[src/rtl/icache_miss_ctrl.sv]
// I-cache miss sequencer: on a hit-check miss it stalls the pipe, fetches the
// line over DFP, writes it into the arrays (round-robin victim per set) and keeps it for forwarding.
module icache_miss_ctrl #(
  parameter int SETS      = 16,
  parameter int WAYS      = 4,
  parameter int LINE_BITS = 256
) (
  input  logic                           clk,
  input  logic                           rst,
  input  logic                           req_valid,
  input  logic [31:0]                    req_addr,
  input  logic                           req_hit,
  input  logic                           req_fwd,
  input  logic                           kill,
  output logic                           stall,
  output logic [31:0]                    dfp_addr,
  output logic                           dfp_read,
  input  logic [LINE_BITS-1:0]           dfp_rdata,
  input  logic                           dfp_resp,
  output logic                           arr_we,
  output logic [$clog2(SETS)-1:0]        arr_set,
  output logic [$clog2(WAYS)-1:0]        arr_way,
  output logic [32-$clog2(SETS)-5-1:0]   arr_tag,
  output logic [LINE_BITS-1:0]           arr_wdata,
  output logic                           fill_valid,
  output logic [31:0]                    fill_raddr,
  output logic [LINE_BITS-1:0]           fill_rdata
);

  localparam int SET_W = $clog2(SETS);
  localparam int WAY_W = $clog2(WAYS);

  typedef enum logic [1:0] {IDLE, REQ, FILL} state_t;

  state_t             state;
  state_t             state_nxt;
  logic [31:0]        miss_addr;
  logic [WAY_W-1:0]   rr [SETS];
  logic               miss;
  logic [SET_W-1:0]   miss_set;

  assign miss     = req_valid & ~req_hit & ~req_fwd & ~kill;
  assign miss_set = miss_addr[SET_W+4:5];

  always_ff @(posedge clk) begin
    if (rst) state <= IDLE;
    else     state <= state_nxt;
  end

  // Line-aligned miss address; only meaningful while REQ/FILL are active.
  always_ff @(posedge clk) begin
    if (state == IDLE && miss) miss_addr <= req_addr & ~32'h1f;
  end

  always_ff @(posedge clk) begin
    if (rst) begin
      fill_valid <= 1'b0;
      fill_raddr <= '0;
      fill_rdata <= '0;
    end else if (state == REQ && dfp_resp) begin
      fill_valid <= 1'b1;
      fill_raddr <= miss_addr;
      fill_rdata <= dfp_rdata;
    end
  end

  // Victim pointers: power-of-two WAYS lets the counter wrap by overflow.
  always_ff @(posedge clk) begin
    if (rst) begin
      for (int i = 0; i < SETS; i++) rr[i] <= '0;
    end else if (state == FILL) begin
      rr[miss_set] <= rr[miss_set] + WAY_W'(1);
    end
  end

  always_comb begin
    state_nxt = state;
    stall     = 1'b0;
    dfp_read  = 1'b0;
    dfp_addr  = '0;
    arr_we    = 1'b0;
    arr_set   = '0;
    arr_way   = '0;
    arr_tag   = '0;
    arr_wdata = '0;
    case (state)
      IDLE: begin
        stall = miss;
        if (miss) state_nxt = REQ;
      end
      REQ: begin
        stall    = 1'b1;
        dfp_read = 1'b1;
        dfp_addr = miss_addr;
        if (dfp_resp) state_nxt = FILL;
      end
      FILL: begin
        stall     = 1'b1;
        arr_we    = 1'b1;
        arr_set   = miss_set;
        arr_tag   = miss_addr[31:SET_W+5];
        arr_way   = rr[miss_set];
        arr_wdata = fill_rdata;
        state_nxt = IDLE;
      end
      default: state_nxt = IDLE;
    endcase
  end

endmodule
[config.mk]
export PLATFORM = sky130hd
export DESIGN_NAME = icache_miss_ctrl
export DESIGN_NICKNAME = d
export VERILOG_FILES = /design/src/rtl/icache_miss_ctrl.sv
export SDC_FILE = /design/constraint.sdc
export NUM_CORES = 1
export LEC_CHECK = 0
export ABC_AREA = 1
export CAP_MARGIN = 40
export CORE_AREA = 2 2 354 356
export DETAILED_ROUTE_END_ITERATION = 16
export DIE_AREA = 0 0 356 358
export PLACE_DENSITY_LB_ADDON = 0.05
export SLEW_MARGIN = 0
export SYNTH_ARGS = -nofsm -noshare
export SYNTH_HDL_FRONTEND = slang
export SYNTH_SLANG_ARGS = --single-unit
[constraint.sdc]
create_clock -name clk -period 6.1 [get_ports clk]
set_clock_uncertainty 0.2 [all_clocks]
set_input_delay 1.525 -clock clk [delete_from_list [all_inputs] [get_ports clk]]
set_output_delay 1.525 -clock clk [all_outputs]
set_load 0.03 [all_outputs]
==> flow_summary.toml <==
[sta]
fin_crit_sh_pct = 83.2
max_slew.worst_pin.slew_ns = 0.863
rsz0062_at_grt = "false"
finalHoldViolCount = 0
holdWs_ns = 0.275
tns_ns = 0
fin_crit_ns = 5.08
slew_headroom_pct = 42.5
finalSetupViolations = 0
slew_viol_final = 0
fmax_ghz = 0.197

[grt]
grt_max_degree = 146
grt_first_pass_wirelength_um = 128000
grt_use_met2_pct = 27.1
grt_pass1_vias = 16800
grt_use_met3_pct = 5.04
overflow = 0
antenna_found_initial = 35
use_met1_pct = 14.2
grt_use_total_pct = 14.1
grt-busiest-layer = "met2"

[route]
antenna_left = 0
vias = 16400
first_pass_iters = 5
drc = 0
totalWireLength_um = 93900
routed_via_density = 3.51
drt-initial-drc-count = 717
avgRoutedWirePerCell_um = 20.0

[place]
gp_congestion = 0.780
port_buffers = 888
hpwl_um = 70900

[die]
die-area_um2 = 127000
core.rowCount = 129
die_h_um = 358
die_w_um = 356
core-area_um2 = 123000
ios = 904
initial_core_util_pct = 12.3

[clock_network]
numCtsBuffers = 51
cts_tree = "done"
cts_resized = 0
htreeDepth = 2
insertion_delay_ns = 0.63
cts_root_buffer = "clkbuf_16"
path_clk_slew_ns = 0.05
hold_buffers = 0
clockBufferDepth = 3
cts.sinks = 349
cts_setup_buffers = 0

[cells_and_area]
final_common_cell = "clkdlybuf4s50_1"
filler_cell_count = 13700
drive_above_1_share_pct = 4.40
syn_to_final_growth_pct = 82.0
final_cell_mix = "clkdlybuf4s50_1 (888), nor2_1 (592), nand2_1 (392), inv_1 (345), dfxtp_1 (290)"
nNetsFinal = 3306

[worst_setup_path]
crit_start = "state[0]$_SDFFE_PP0P_"
worst_r2r_startpoint = "state[0]$_SDFFE_PP0P_"
worstSetupPathType = "reg2out"
r2r_slack_ns = 3.31
critPathLaunchType = "register"
path_max_fanout = 78
reg2reg_depth = 7
end_kind = "output pin"
reg2reg_to = "rr[10][0]$_SDFFCE_PN0P_"
arrival_ns = 3.35
required_ns = 4.38

[hold_path]
hold_path_depth = 2
hold-path-endpoint = "fill_valid$_SDFFE_PP0P_"
min-delay-start = "fill_valid$_SDFFE_PP0P_"
hold_path.class = "reg2reg"

[flow_run]
maxCapViolCount = 0

[logic_synthesis]
yosysSeqAreaShare_pct = 50.1
postSynth.asyncResetShare_pct = 0
ys_warn_count = 0
synth_edf_count = 59
synthCells = 2173
synth_area_per_cell_um2 = 6.96
ys_ff_latch = 349
netlist_area_um2 = 15100
synth-main-ff-cell = "dfxtp_1"
synth.distinct_cells = 30

[pwr]
p_per_area_nw_per_um2 = 395
leakagePower_nw = 12.1
ir_drop_mv = 0.197

[outcome]
outcome = "finished clean"
==> routing by layer <==
metal | vias up | part of all wire [%]
li1 | 8151 | -
met1 | 7643 | 36
met2 | 488 | 54
met3 | 123 | 7.7
met4 | 42 | 1.8
met5 | - | 0.30
==> logic make-up (layout without fill, tap and decap cells) <==
family / after synthesis / count (layout) / share of synthesized area, %
AO/OA/AOI/OAI: 293 / 293 / 9.76
adder cells (fa/ha/maj): 6 / 6 / 0.496
buffers and inverters: 496 / 1359 / 13.0
flip-flops: 349 / 349 / 50.1
other: 1 / 16 / 0.0248
AND/OR/NAND/NOR: 1028 / 1028 / 26.6
==> power by group <==
| part | leakage (nW) | switching, mW | internal (mW) |
|---|---|---|---|
| logic | 8.30 | 2.95 | 1.65 |
| registers | 2.94 | 0.430 | 2.77 |
| clock network | 0.852 | 1.21 | 1.86 |
| total | 12.1 | 4.59 | 6.29 |
==> area by class of cell <==
class                           count  area [um2]  share of cell area (%)
Inverter                          352        1340                    4.88
Clock inverter                     15         164                   0.596
Multi-Input combinational cell   1337        5630                    20.4
Tap cell                         1637        2050                    7.44
Timing Repair Buffer              914        9200                    33.4
Sequential cell                   349        7580                    27.5
Clock buffer                       78        1550                    5.63
Antenna cell                        6        15.0                  0.0546
==> synth_stat cells, types with 2 or more instances <==
master	instances	area share [%]
a211oi_1	4	0.20
nand3_2	4	0.26
nand3_1	19	0.63
buf_4	11	0.55
nand2_4	3	0.22
inv_1	345	8.6
clkinv_1	2	0.050
o21ai_0	285	9.4
nand2_2	2	0.083
dfxtp_1	290	38
nand2_1	393	9.8
edfxtp_1	59	12
a21oi_1	3	0.099
buf_2	19	0.63
clkbuf_1	105	2.6
nor3_1	3	0.099
nor2_4	10	0.74
nor2_1	592	15
inv_2	3	0.074
ha_1	6	0.50
buf_1	6	0.15
==> flip-flops by register name, indices dropped and copies added, names as in the netlist, named ones only <==
register,flops
fill_valid,1
miss_addr,27
state,2
rr,32
fill_rdata,256
fill_raddr,27
==> critical path, stage by stage, from the launching register on <==
cell,delay (ns)
dfxtp_1,0.34
inv_1,0.17
ha_4,0.63
buf_12,0.38
nand2_1,0.10
inv_1,0.06
clkdlybuf4s50_1,0.84
==> worst max path at each step <==
| stage | to | slack, ns | depth (start not counted) |
|---|---|---|---|
| 3_3_place_gp | stall | 1.12 | 6 |
| 4_1_cts | arr_wdata[41] | 0.84 | 6 |
| 3_5_place_dp | stall | 1.20 | 6 |
| 2_1_floorplan | stall | 2.11 | 4 |
| 5_1_grt | arr_wdata[41] | 0.80 | 6 |
| 6_report | arr_wdata[44] | 1.02 | 6 |
==> metrics by stage <==
| step | cell area (um2) | setup WS, ns | power (mW) | instances | util (%) |
|---|---|---|---|---|---|
| floorplan | 15200 | 2.11 | 5.63 | 2182 | - |
| detailed placement | 25800 | 1.20 | 7.99 | 4589 | 20.9 |
| finish | 27500 | 1.02 | 10.9 | 4688 | 22.3 |
| global route | 27500 | 0.801 | 11.5 | 4685 | 22.3 |
| CTS | 27500 | 0.839 | 11.2 | 4682 | 22.3 |
| global placement | 25800 | 1.12 | 7.97 | 4585 | 20.9 |
No activity file was read; power rests on OpenSTA's default activity.
